==> src/rtl/am_class_fetch_ctrl.sv <==
// -----------------------------------------------------------------------------
// am_class_fetch_ctrl
//
// Streams the class hypervectors of one similarity search from the class-HV
// SRAM into the associative memory. Each accepted start reads num_class words
// at {ext_idx, class_idx} and presents them on a valid/ready port. A 2-entry
// FIFO plus the one-cycle SRAM latency keep one HV per cycle flowing under
// backpressure. The dimension-expansion segment index (ext_idx) advances by
// one per completed pass and wraps at extend_count.
//
// Ports
//   clk_i, rst_i          clock, asynchronous active-high reset
//   start_i, clr_i        search request (taken only when idle), sync abort
//   num_class_i           classes per pass, sampled at an accepted start
//   extend_enable_i       dimension expansion on
//   extend_count_i        number of expansion segments, sampled at start
//   busy_o, stall_o       pass in progress, start seen while busy
//   ext_idx_o, ext_last_o current/next segment index, final-segment flag
//   mem_req_o, mem_addr_o SRAM read strobe and address {ext_idx, class_idx}
//   mem_rdata_i           SRAM data, valid the cycle after mem_req_o
//   class_hv_o/valid/ready  HV stream towards the associative memory
//   done_o, cfg_err_o     one-cycle pulses: pass complete, start rejected
// -----------------------------------------------------------------------------
module am_class_fetch_ctrl #(
  parameter int HVDimension = 512,
  parameter int DataWidth   = 8,
  parameter int NumClassMax = 32,
  localparam int ClassIdxWidth = $clog2(NumClassMax),
  localparam int AddrWidth     = 5 + ClassIdxWidth
) (
  input  logic                   clk_i,
  input  logic                   rst_i,
  input  logic                   start_i,
  input  logic                   clr_i,
  input  logic [DataWidth-1:0]   num_class_i,
  input  logic                   extend_enable_i,
  input  logic [4:0]             extend_count_i,
  output logic                   busy_o,
  output logic                   stall_o,
  output logic [4:0]             ext_idx_o,
  output logic                   ext_last_o,
  output logic                   mem_req_o,
  output logic [AddrWidth-1:0]   mem_addr_o,
  input  logic [HVDimension-1:0] mem_rdata_i,
  output logic [HVDimension-1:0] class_hv_o,
  output logic                   class_hv_valid_o,
  input  logic                   class_hv_ready_i,
  output logic                   done_o,
  output logic                   cfg_err_o
);

  typedef enum logic [1:0] {
    StIdle,
    StFetch,
    StDrain
  } state_e;

  localparam logic [ClassIdxWidth-1:0] ClassOne = 1;

  state_e                   state_reg, state_next;
  logic [ClassIdxWidth-1:0] class_idx_reg, class_idx_next;
  logic [ClassIdxWidth-1:0] last_idx_reg, last_idx_next;
  logic                     ext_en_reg, ext_en_next;
  logic [4:0]               ext_cnt_reg, ext_cnt_next;
  logic [4:0]               ext_idx_reg, ext_idx_next;
  logic                     inflight_reg, inflight_next;
  logic [1:0]               occ_reg, occ_next;
  logic                     rd_ptr_reg, rd_ptr_next;
  logic                     wr_ptr_reg, wr_ptr_next;
  logic                     done_reg, done_next;
  logic                     cfg_err_reg, cfg_err_next;
  logic [AddrWidth-1:0]     addr_hold_reg, addr_hold_next;

  logic [HVDimension-1:0]   buf_mem [2];

  logic                     credit_ok;
  logic                     req;
  logic [AddrWidth-1:0]     req_addr;
  logic                     hv_valid;
  logic                     pop;
  logic                     pop_buf;
  logic                     push_buf;
  logic                     cfg_bad;
  logic [5:0]               ext_inc;
  logic                     ext_wrap;
  logic [4:0]               ext_cnt_m1;

  // Credit counts buffered entries plus the response on its way, so a read
  // is only issued when a slot is guaranteed for it.
  assign credit_ok = (occ_reg + {1'b0, inflight_reg}) < 2'd2;
  assign req       = (state_reg == StFetch) && credit_ok;
  assign req_addr  = {ext_idx_reg, class_idx_reg};

  // The arriving response is exposed directly when the FIFO is empty, which
  // gives valid two cycles after the accepted start. If it is not consumed it
  // is written into the FIFO and reappears unchanged at the head.
  assign hv_valid = (occ_reg != 2'd0) || inflight_reg;
  assign pop      = hv_valid && class_hv_ready_i;
  assign pop_buf  = pop && (occ_reg != 2'd0);
  assign push_buf = inflight_reg && !((occ_reg == 2'd0) && class_hv_ready_i);

  assign cfg_bad = (num_class_i == '0) ||
                   (32'(num_class_i) > NumClassMax) ||
                   (extend_enable_i && (extend_count_i == 5'd0));

  assign ext_inc    = {1'b0, ext_idx_reg} + 6'd1;
  assign ext_wrap   = ext_inc >= {1'b0, ext_cnt_reg};
  assign ext_cnt_m1 = extend_count_i - 5'd1;

  always_comb begin
    state_next     = state_reg;
    class_idx_next = class_idx_reg;
    last_idx_next  = last_idx_reg;
    ext_en_next    = ext_en_reg;
    ext_cnt_next   = ext_cnt_reg;
    ext_idx_next   = ext_idx_reg;
    inflight_next  = req;
    occ_next       = occ_reg + {1'b0, push_buf} - {1'b0, pop_buf};
    rd_ptr_next    = rd_ptr_reg ^ pop_buf;
    wr_ptr_next    = wr_ptr_reg ^ push_buf;
    done_next      = 1'b0;
    cfg_err_next   = 1'b0;
    addr_hold_next = req ? req_addr : addr_hold_reg;

    case (state_reg)
      StIdle: begin
        if (!extend_enable_i) begin
          ext_idx_next = '0;
        end
        if (start_i) begin
          if (cfg_bad) begin
            cfg_err_next = 1'b1;
          end else begin
            state_next     = StFetch;
            class_idx_next = '0;
            last_idx_next  = ClassIdxWidth'(num_class_i - DataWidth'(1));
            ext_en_next    = extend_enable_i;
            ext_cnt_next   = extend_count_i;
            // A shrunk segment count must not leave the index out of range.
            if (extend_enable_i && (ext_idx_reg >= extend_count_i)) begin
              ext_idx_next = '0;
            end
          end
        end
      end
      StFetch: begin
        if (req) begin
          class_idx_next = class_idx_reg + ClassOne;
          if (class_idx_reg == last_idx_reg) begin
            state_next = StDrain;
          end
        end
      end
      StDrain: begin
        // No reads are issued here, so an empty FIFO after this handshake
        // means the pass is fully delivered.
        if (pop && (occ_next == 2'd0)) begin
          state_next = StIdle;
          done_next  = 1'b1;
          if (ext_en_reg) begin
            ext_idx_next = ext_wrap ? 5'd0 : ext_inc[4:0];
          end else begin
            ext_idx_next = '0;
          end
        end
      end
      default: begin
        state_next = StIdle;
      end
    endcase

    // Abort wins over everything; clearing inflight drops the late response.
    if (clr_i) begin
      state_next    = StIdle;
      inflight_next = 1'b0;
      occ_next      = 2'd0;
      rd_ptr_next   = 1'b0;
      wr_ptr_next   = 1'b0;
      ext_idx_next  = '0;
      done_next     = 1'b0;
      cfg_err_next  = 1'b0;
    end
  end

  always_ff @(posedge clk_i or posedge rst_i) begin
    if (rst_i) begin
      state_reg     <= StIdle;
      class_idx_reg <= '0;
      last_idx_reg  <= '0;
      ext_en_reg    <= 1'b0;
      ext_cnt_reg   <= '0;
      ext_idx_reg   <= '0;
      inflight_reg  <= 1'b0;
      occ_reg       <= 2'd0;
      rd_ptr_reg    <= 1'b0;
      wr_ptr_reg    <= 1'b0;
      done_reg      <= 1'b0;
      cfg_err_reg   <= 1'b0;
      addr_hold_reg <= '0;
    end else begin
      state_reg     <= state_next;
      class_idx_reg <= class_idx_next;
      last_idx_reg  <= last_idx_next;
      ext_en_reg    <= ext_en_next;
      ext_cnt_reg   <= ext_cnt_next;
      ext_idx_reg   <= ext_idx_next;
      inflight_reg  <= inflight_next;
      occ_reg       <= occ_next;
      rd_ptr_reg    <= rd_ptr_next;
      wr_ptr_reg    <= wr_ptr_next;
      done_reg      <= done_next;
      cfg_err_reg   <= cfg_err_next;
      addr_hold_reg <= addr_hold_next;
    end
  end

  // FIFO storage carries no reset; occupancy alone decides what is visible.
  always_ff @(posedge clk_i) begin
    if (push_buf) begin
      buf_mem[wr_ptr_reg] <= mem_rdata_i;
    end
  end

  assign busy_o           = (state_reg != StIdle);
  assign stall_o          = busy_o && start_i;
  assign ext_idx_o        = ext_idx_reg;
  assign ext_last_o       = !extend_enable_i || (ext_idx_reg == ext_cnt_m1);
  assign mem_req_o        = req;
  assign mem_addr_o       = req ? req_addr : addr_hold_reg;
  assign class_hv_valid_o = hv_valid;
  assign class_hv_o       = (occ_reg != 2'd0) ? buf_mem[rd_ptr_reg] :
                            (inflight_reg ? mem_rdata_i : '0);
  assign done_o           = done_reg;
  assign cfg_err_o        = cfg_err_reg;

  // The credit rule must never let a push land on a full FIFO.
  fifo_no_overflow: assert property (@(posedge clk_i) disable iff (rst_i)
    !(push_buf && !pop_buf && (occ_reg == 2'd2)));

endmodule
==> config.mk <==
export PLATFORM = sky130hd
export DESIGN_NAME = am_class_fetch_ctrl
export DESIGN_NICKNAME = d
export VERILOG_FILES = /design/src/rtl/am_class_fetch_ctrl.sv
export SDC_FILE = /design/constraint.sdc
export NUM_CORES = 1
export LEC_CHECK = 0
export CAP_MARGIN = 20
export CORE_AREA = 3 3 416 418
export DETAILED_ROUTE_END_ITERATION = 8
export DIE_AREA = 0 0 419 421
export RECOVER_POWER = 50
export SLEW_MARGIN = 0
export SYNTH_ARGS = -nofsm -noshare
export SYNTH_HDL_FRONTEND = slang
export SYNTH_SLANG_ARGS = --single-unit
==> constraint.sdc <==
create_clock -name clk_i -period 16.5 [get_ports clk_i]
set_clock_uncertainty 0.05 [all_clocks]
set_input_delay 3.3 -clock clk_i [delete_from_list [all_inputs] [get_ports clk_i]]
set_output_delay 3.3 -clock clk_i [all_outputs]
set_load 0.005 [all_outputs]
After elaboration in Yosys (flattened, before gate mapping)
Memories as Yosys holds them, arrays and structs flattened. Index checks and enable logic that the tools add are counted.

Mux-type cells: 36. Bitwise operators: 3. Reductions and logical operators: 28. Equality and inequality tests: 12. Add/subtract/negate cells: 7. Order comparisons: 4.

Operators with widths (count): two-way mux 512 bit (2); two-way mux 5 bit (11); one-hot mux 5 bit (2 select lines) (2); two-way mux 2 bit (7); two-way mux 1 bit (12); != test 3 bit (second input constant) (4); == test 5 bit (2); two-way mux 10 bit (1); subtractor 5 x 1 -> 5 bit (second input constant) (2); logical AND 1 bit (9); greater-than comparator 8 x 6 -> 1 bit (second input constant) (1); logical NOT 8 bit (1); adder 5 x 1 -> 6 bit (second input constant) (1); >= comparator 6 x 5 -> 1 bit (1); logical NOT 2 bit (3); != test 2 bit (second input constant) (3); one-hot mux 2 bit (3 select lines) (1); nonzero test 2 bit (3); adder 5 x 1 -> 5 bit (second input constant) (1); >= comparator 5 bit (1); logical NOT 5 bit (1); AND reduction 5 bit (1); adder 2 x 1 -> 2 bit (2); logical OR 1 bit (4); other kinds (12) (14).

Memories: 1. Register bits after elaboration: 40. Output and inout bits: 534. Bits in writable memories: 1024. Bits of input ports: 531. Logic and storage cells: 104.

Memories: buf_mem (depth 2, bits a word 512, rd ports 1, clocked after Yosys merged registers in 0, write ports 1, line 74) `logic [HVDimension-1:0] buf_mem [2];`.

Depth between registers and ports, before layout
Gate-level depths: netlist of the first run.

Depth after elaboration: 11. Gate-level depth with buffers: 14. Mapped depth without buffers: 12.

Worst setup path after synthesis of the first run
OpenSTA, ideal clock, no wires.

Kind: in2reg. From: input class_hv_ready_i. To: memory buf_mem[1][0], enable pin. Library setup time: 0.947 ns. Path slack: 0.335 ns. Data required time: 15.503 ns. Cell stages on the path: 4. Arrival time: 15.169 ns. Cells stage by stage: nand2_1 -> nand2_1 -> inv_1 -> ha_1.

Longest elaborated chain between the ends: 5.

RTL lines: start, declared (line 47) `input logic class_hv_ready_i,`; logical AND 1 bit (line 100) `assign push_buf = inflight_reg && !((occ_reg == 2'd0) && class_hv_ready_i);`; logical NOT 1 bit (line 100); logical AND 1 bit (line 100); two-way mux 1 bit (line 219) `if (push_buf) begin`; two-way mux 1 bit (not written as such) (line 220) `buf_mem[wr_ptr_reg] <= mem_rdata_i;`; end, declared (line 74).

No other way between the ends.

Final worst setup path of the first run
From: register inflight_reg. To: output class_hv_o[249].

Longest elaborated chain between the ends: 2.

RTL lines: start, declared (line 66) `logic inflight_reg, inflight_next;`; start signal, assigned (line 207) `inflight_reg <= inflight_next;`; two-way mux 512 bit (line 232) `(inflight_reg ? mem_rdata_i : '0);`; two-way mux 512 bit (line 231) `assign class_hv_o = (occ_reg != 2'd0) ? buf_mem[rd_ptr_reg] :`; end, declared (line 45) `output logic [HVDimension-1:0] class_hv_o,`.

No other way between the ends.

==> results.md, run 1 <==
* P_leak at 18.7 nW
* Reg clk slew, reported paths at 60 ps
* CP endpoint: class_hv_o[249]
* Slew Limit Fails at 169
* Int Pwr at 5.88 mW
* Netlist cell types at 43
* Crit Reg-Reg Endpoint: buf_mem[1][161]$_DFFE_PP_
* Number of synthesized flops with an enable pin at 1024
* Synth Register Bits at 1064
* Synth Cell Area at 0.0443 mm^2
* Class of the worst hold path: reg -> reg
* Final ANT Viol Nets at 0
* Logic gate share of total power at 0.353
* Crit path time final at 8940 ps
* Max-cap violations at 3
* Die area at 0.176 mm^2
* Slowest CP cell: dfrtp_1
* Reg-to-reg slack, setup at 9260 ps
* Drt via density at 4.63
* GPL Wtd Cong at 0.911
* Crit-path max FO at 153
* Peak VDD IR at 0.144 mV
* Dpl ws at 7610 ps
* Crit share post-route at 0.542
* Worst stage delay on the critical path at 1240 ps
* P&R area growth vs syn at 37.8%
* Syn Nets at 3561
* Async SR Flop Fraction at 0.0376
* Clk pwr share at 0.298
* Routed len/inst at 22.7 um
* IO Port Bufs at 1064
* # H-tree levels at 3
* CP most frequent cell: buf_4
* NetSw at 2.83 mW
* Met2 Resource Use GR at 0.258
* Syn Area/Cell at 14.7 um^2
* DRT Wirelength at 145000 um
* DR pass1 iterations at 6
* Cts bufs inserted at 117
* Clock sinks at 1064
* Critical path class: reg -> out
* Nets at 4544
* Root Buffer: clkbuf_16
* Total Routing Usage GR at 0.157
* Final number of setup-violating endpoints at 0
* # DRC at 0
* Die W at 419 um
* Cell taking the most area after synthesis: edfxtp_1
* RR Startpoint: inflight_reg$_DFF_PP0_
* Adder-cell share of the synthesized area at 0.00537
* Synth top area cells: edfxtp_1 (69%), mux2i_1 (12%), o21ai_0 (6.0%)
* Crit-path cells: buf_12 > buf_4 > buf_4 > nand3_1 > o21ai_0 > clkdlybuf4s50_1
* Outcome: finished with violations
* Busiest grt layer: met2
* DP Wirelength at 99400 um
* Hold Fails Final Rpt at 0
* Util after Layout at 0.360
* Register area share after synthesis at 0.717
* Post-CTS Hold Fix Bufs at 0
* Family with the most delay on the worst path: buffers and inverters
* GR Util met1 at 0.195
* CP Launch Type: register
* Layout cells sized above 1 at 0.0506
* Simple-gate area share of the yosys netlist at 0.0665
* Sequential fraction of design power at 0.349
* R2R cell count at 6
* PwrDens at 143 mW/mm^2
* Multiplexer share of the synthesized area at 0.119
* Fin Setup TNS at 0 ps
* Post-Syn Instances at 3011
* Syn. warnings at 0
* Met3 usage at 0.0438
* Vias in the first global route at 28800
* Critical Path Source: inflight_reg$_DFF_PP0_
* Synth Area in Compound Gates at 0.0630
* Initial antenna violation count at 111
* # Post-CTS Setup Buffers at 0
* RSZ-0062 raised after global routing: false
* Slew at the pin with the worst max-slew slack at 3370 ps
* Fillers at 16200
* Bufs and invs on worst path at 4
* Skew-Pair Late Insertion Delay at 730 ps
* Total vias in the final route at 29500
* Primary FF master, synth: edfxtp_1
* Worst slew margin at -1.25
* First-pass GRT wire length at 206000 um
* First DRT Iteration DRCs at 2422
* Critical path endpoint category: output pin
* Max reg flops at 1024
* Sw frac at 0.325
* XOR/XNOR Fraction of Synth Area at 0.00447
* Global route overflow at 0
* Cell row count at 151
* Largest net degree at the start of global routing at 206
* Core area at 0.169 mm^2
* Starting density of the core at 0.261
* Synth top area share at 0.695
* Largest family of logic cells by synthesized area: multiplexers
* CP required at 13150 ps
* Fmax at 112 MHz
* Num ports at 1065
* CP arrival at 5590 ps
* CTS tree: done
* Count of cells resized by post-cts repair at 0
* DIE HEIGHT at 421 um
* Slack of the critical path at 7560 ps
* Failing checks: capacitance limit, slew limit
* CTS Buffer Depth at 3
* CP Depth at 6
* Worst Hold Depth at 2
==> per-stage QoR <==
step / instance area [um^2] / power [mW] / std cells / hold WS (ps)
floorplan: 44300 / 4.43 / 3011 / 398
global placement: 57100 / 6.23 / 6092 / 422
detailed placement: 57100 / 6.24 / 6092 / 422
CTS: 61000 / 8.86 / 6310 / 434
global route: 61000 / 9.08 / 6345 / 459
finish: 61000 / 8.71 / 6367 / 432
==> worst register-to-register path: stages, from the launching register on <==
cell	delay, ps
dfrtp_1	1240
buf_4	760
nand2_1	180
inv_1	120
ha_1	2430
buf_4	1080
buf_4	940
==> layout by cell type (no fill, tap or decap), types with 3 or more instances in the layout <==
cell type        synthesis  final
a22o_1                   3      3
buf_12                   0     12
nand2b_1                 4      4
nor2b_1                  3      3
nor2_1                  10     10
clkbuf_1               150     30
clkdlybuf4s50_1          0    541
nor3_1                   4      5
edfxtp_1              1024   1024
bufinv_16                0     10
inv_1                   18     17
diode_2                  0     56
mux2_1                   0      7
nand3_1                517    517
dfrtp_1                 40     39
buf_4                    8     21
clkbuf_8                 0      4
inv_6                    0      3
mux2i_1                513    513
clkinv_1                 0     27
clkinv_2                 0     18
clkbuf_16                0    118
clkinv_16                0      4
xnor2_1                 18     18
dlygate4sd3_1            0    523
mux2_2                  12      5
o21ai_0                530    529
nand4_1                  5      5
a21oi_1                  8      8
nand2_1                 20     20
ha_1                    19     19
==> cell usage after synthesis, types with 2 or more instances <==
| cell type | count |
|---|---|
| ha_1 | 19 |
| xnor2_1 | 18 |
| buf_1 | 11 |
| a22o_1 | 3 |
| nor4b_4 | 2 |
| mux2i_1 | 513 |
| nand3_1 | 517 |
| inv_1 | 18 |
| nand2_1 | 20 |
| dfrtp_1 | 40 |
| edfxtp_1 | 1024 |
| and2_1 | 4 |
| nand2b_1 | 4 |
| clkbuf_1 | 150 |
| nor4_1 | 2 |
| nor2b_1 | 3 |
| nor2_1 | 10 |
| o21ai_0 | 530 |
| nor3_1 | 4 |
| mux2_2 | 12 |
| buf_4 | 8 |
| a21oi_1 | 8 |
| buf_2 | 65 |
| xor2_1 | 2 |
| a21o_1 | 2 |
| nand4_1 | 5 |
==> kinds of logic after synthesis <==
| kind of cell | after synthesis |
|---|---|
| DFF | 1064 |
| and+or+nand+nor | 579 |
| AOI/OAI and AO/OA | 549 |
| muxes | 525 |
| buffers and inverters | 254 |
| xor gates and xnor gates | 21 |
| adders and majority gates | 19 |
==> power groups by stage <==
stage               combinational, mW  clock, mW  sequential, mW
floorplan                        1.33          0            3.10
global placement                 3.13          0            3.10
detailed placement               3.14          0            3.10
CTS                              3.15       2.67            3.04
global route                     3.26       2.78            3.05
finish                           3.07       2.60            3.04
==> final cells by class <==
cell class	instances	area [um^2]	area share
multi-input combinational	1693	11400	0.187
clock inverter	68	709	0.0116
inverter	19	71.3	0.00117
tap	2218	2780	0.0455
sequential	1064	31800	0.520
antenna	56	140	0.00230
clock buffer	150	3110	0.0510
timing repair buffer	1099	11100	0.181
==> layer usage <==
metal  wire length [um]  up-vias  share of wire
met5                221        -         0.0015
met4               5100       34          0.035
met3              10100      277          0.070
met2              70200      917           0.49
met1              59100    14600           0.41
li1                   -    13700              -
==> worst min-delay path by stage <==
stage                                          start  slack, ps                         end
after detailed placement  ext_cnt_reg[3]$_DFFE_PP0P_        420  ext_cnt_reg[3]$_DFFE_PP0P_
final                     ext_cnt_reg[3]$_DFFE_PP0P_        430  ext_cnt_reg[3]$_DFFE_PP0P_
after global placement    ext_cnt_reg[3]$_DFFE_PP0P_        420  ext_cnt_reg[3]$_DFFE_PP0P_
after global routing      addr_hold_reg[1]$_DFF_PP0_        460  addr_hold_reg[1]$_DFF_PP0_
after CTS                 ext_cnt_reg[3]$_DFFE_PP0P_        430  ext_cnt_reg[3]$_DFFE_PP0P_
after floorplan           ext_cnt_reg[1]$_DFFE_PP0P_        400  ext_cnt_reg[1]$_DFFE_PP0P_
Note: power is estimated with default switching activity, not from simulation.
==> run 2: changes to the inputs <==
- CORE_AREA: 3 3 416 418 -> 3 3 414 416
- DIE_AREA: 0 0 419 421 -> 0 0 417 419
- clock period: 16.5 -> 7.6 ns (I/O delays scaled with it)
==> run 2 against run 1 <==
Against the previous run:
- the run still ends with capacitance limit, slew limit left
- sequential share of layout area down 0.19 points
- die area down 0.95%
- power up 120%
- first-iteration DRC count down 1.8%
- critical path type unchanged
==> results.md, run 2 (synthesized netlist as in run 1, its figures left out) <==
* Post-placement cell area at 0.0574 mm^2
* Core area at 0.168 mm^2
* Total vias in the final route at 29800
* Reg-to-reg slack, setup at 1700 ps
* First DRT Iteration DRCs at 2379
* RR Startpoint: occ_reg[1]$_DFF_PP0_
* GPL Wtd Cong at 0.885
* Layout cells sized above 1 at 0.0556
* Final ANT Viol Nets at 0
* DP Wirelength at 102000 um
* CP required at 6030 ps
* Clk pwr share at 0.296
* R2R cell count at 7
* Crit path time final at 6120 ps
* Cell row count at 150
* Commonest non-fill, non-tap cell in the layout: edfxtp_1
* Int Pwr at 12.8 mW
* Hold Fails Final Rpt at 0
* Max-cap violations at 5
* Critical path endpoint category: output pin
* Commonest cells after routing, fill and taps aside: edfxtp_1 (1024), clkdlybuf4s50_1 (541), o21ai_0 (529)
* Root Buffer: clkbuf_16
* Die W at 417 um
* Nets at 4570
* CTS Buffer Depth at 3
* Routed len/inst at 22.9 um
* Count of cells resized by post-cts repair at 0
* RSZ-0062 raised after global routing: false
* # DRC at 0
* NetSw at 6.12 mW
* Peak VDD IR at 0.316 mV
* Slew Limit Fails at 226
* DRT Wirelength at 146000 um
* Sequential fraction of design power at 0.351
* Global route overflow at 0
* First-pass GRT wire length at 208000 um
* Final number of setup-violating endpoints at 0
* Hold path endpoint: addr_hold_reg[6]$_DFF_PP0_
* # Post-CTS Setup Buffers at 0
* Fillers at 16000
* Sw frac at 0.324
* Crit share post-route at 0.805
* Crit Reg-Reg Endpoint: buf_mem[0][478]$_DFFE_PP_
* Multi-input gate area in the final layout at 0.0114 mm^2
* Initial antenna violation count at 117
* Worst slew margin at -1.07
* Total Routing Usage GR at 0.159
* Num ports at 1065
* Cts bufs inserted at 116
* P&R area growth vs syn at 38.4%
* Placed insts at 6105
* Fin cells at 6387
* Max reg flops at 1024
* DIE HEIGHT at 419 um
* Die area at 0.175 mm^2
* CP arrival at 4550 ps
* HP Start: addr_hold_reg[6]$_DFF_PP0_
* CTS tree: done
* Post-CTS Hold Fix Bufs at 0
* Reg area at 0.0318 mm^2
* Slew at the pin with the worst max-slew slack at 3100 ps
* Class of the worst hold path: reg -> reg
* Crit-path max FO at 56
* Worst Hold Depth at 1
* Reg clk slew, reported paths at 60 ps
* CP Launch Type: register
* # H-tree levels at 3
* PwrDens at 309 mW/mm^2
* IO Port Bufs at 1064
* Vias in the first global route at 29100
* Outcome: finished with violations
* Skew-Pair Late Insertion Delay at 740 ps
* DR pass1 iterations at 7
* P_leak at 18.8 nW
* Critical path class: reg -> out
* Failing checks: capacitance limit, slew limit
* Largest net degree at the start of global routing at 207
* Fmax at 163 MHz
* Finished Cell Area at 0.0612 mm^2
* Logic gate share of total power at 0.354
* Drt via density at 4.67
* Starting density of the core at 0.264
* Clock sinks at 1064
-- run 2: changes by cell type in the layout (fill, tap and decap cells not counted), moves of 2 or more --
| cell | delta |
|---|---|
| buf_12 | +7 |
| clkbuf_16 | -2 |
| diode_2 | +11 |
| clkbuf_1 | +2 |
| buf_4 | +18 |
| clkinv_16 | -2 |
| clkbuf_8 | -4 |
| clkinv_2 | -2 |
| clkinv_8 | +3 |
-- run 2: cell type report --
| type | instances | share of cell area |
|---|---|---|
| Antenna cell | 67 | 0.00274 |
| Clock buffer | 144 | 0.0491 |
| Clock inverter | 70 | 0.0121 |
| Inverter | 19 | 0.00116 |
| Multi-Input combinational cell | 1693 | 0.186 |
| Sequential cell | 1064 | 0.519 |
| Tap cell | 2204 | 0.0450 |
| Timing Repair Buffer | 1126 | 0.185 |
-- run 2: how the worst max path moves through the flow --
stage,cells after the start,startpoint,endpoint,slack [ps]
3_3_place_gp,7,extend_count_i[0],ext_last_o,2250
6_report,4,occ_reg[1]$_DFF_PP0_,class_hv_o[509],1480
2_1_floorplan,4,class_hv_ready_i,buf_mem[1][0]$_DFFE_PP_,-1110
4_1_cts,5,inflight_reg$_DFF_PP0_,class_hv_o[219],1860
3_5_place_dp,7,extend_count_i[0],ext_last_o,2270
5_1_grt,4,occ_reg[1]$_DFF_PP0_,class_hv_o[509],1050
-- run 2: through the flow --
stage	hold WS [ps]	util	setup TNS (ps)	total power, mW	worst slack, ps
after floorplan	398	-	-1136940	9.59	-1110
final	434	0.365	0	18.9	1480
after global routing	462	0.365	0	19.7	1050
after detailed placement	426	0.343	0	13.6	2270
after global placement	422	0.343	0	13.6	2250
after CTS	441	0.365	0	19.2	1860
-- run 2: power groups by stage --
stage / clock network (mW) / registers (mW) / logic, mW
global route: 6.00 / 6.63 / 7.11
detailed placement: 0 / 6.75 / 6.84
finish: 5.59 / 6.63 / 6.68
CTS: 5.75 / 6.63 / 6.86
floorplan: 0 / 6.70 / 2.89
global placement: 0 / 6.75 / 6.81
-- run 2: critical path: stages, from the launching register on --
cell and delay, ps:
dfrtp_1 450, nor2_4 530, clkbuf_1 1600, o21ai_0 610, clkdlybuf4s50_1 600
-- run 2: per-layer routing --
metal / track usage / part of all wire / up-vias
met3: 0.0467 / 0.075 / 293
met5: 0 / 0.0011 / -
met4: 0.0635 / 0.037 / 26
met2: 0.265 / 0.49 / 1089
met1: 0.195 / 0.40 / 14600
li1: - / - / 13800
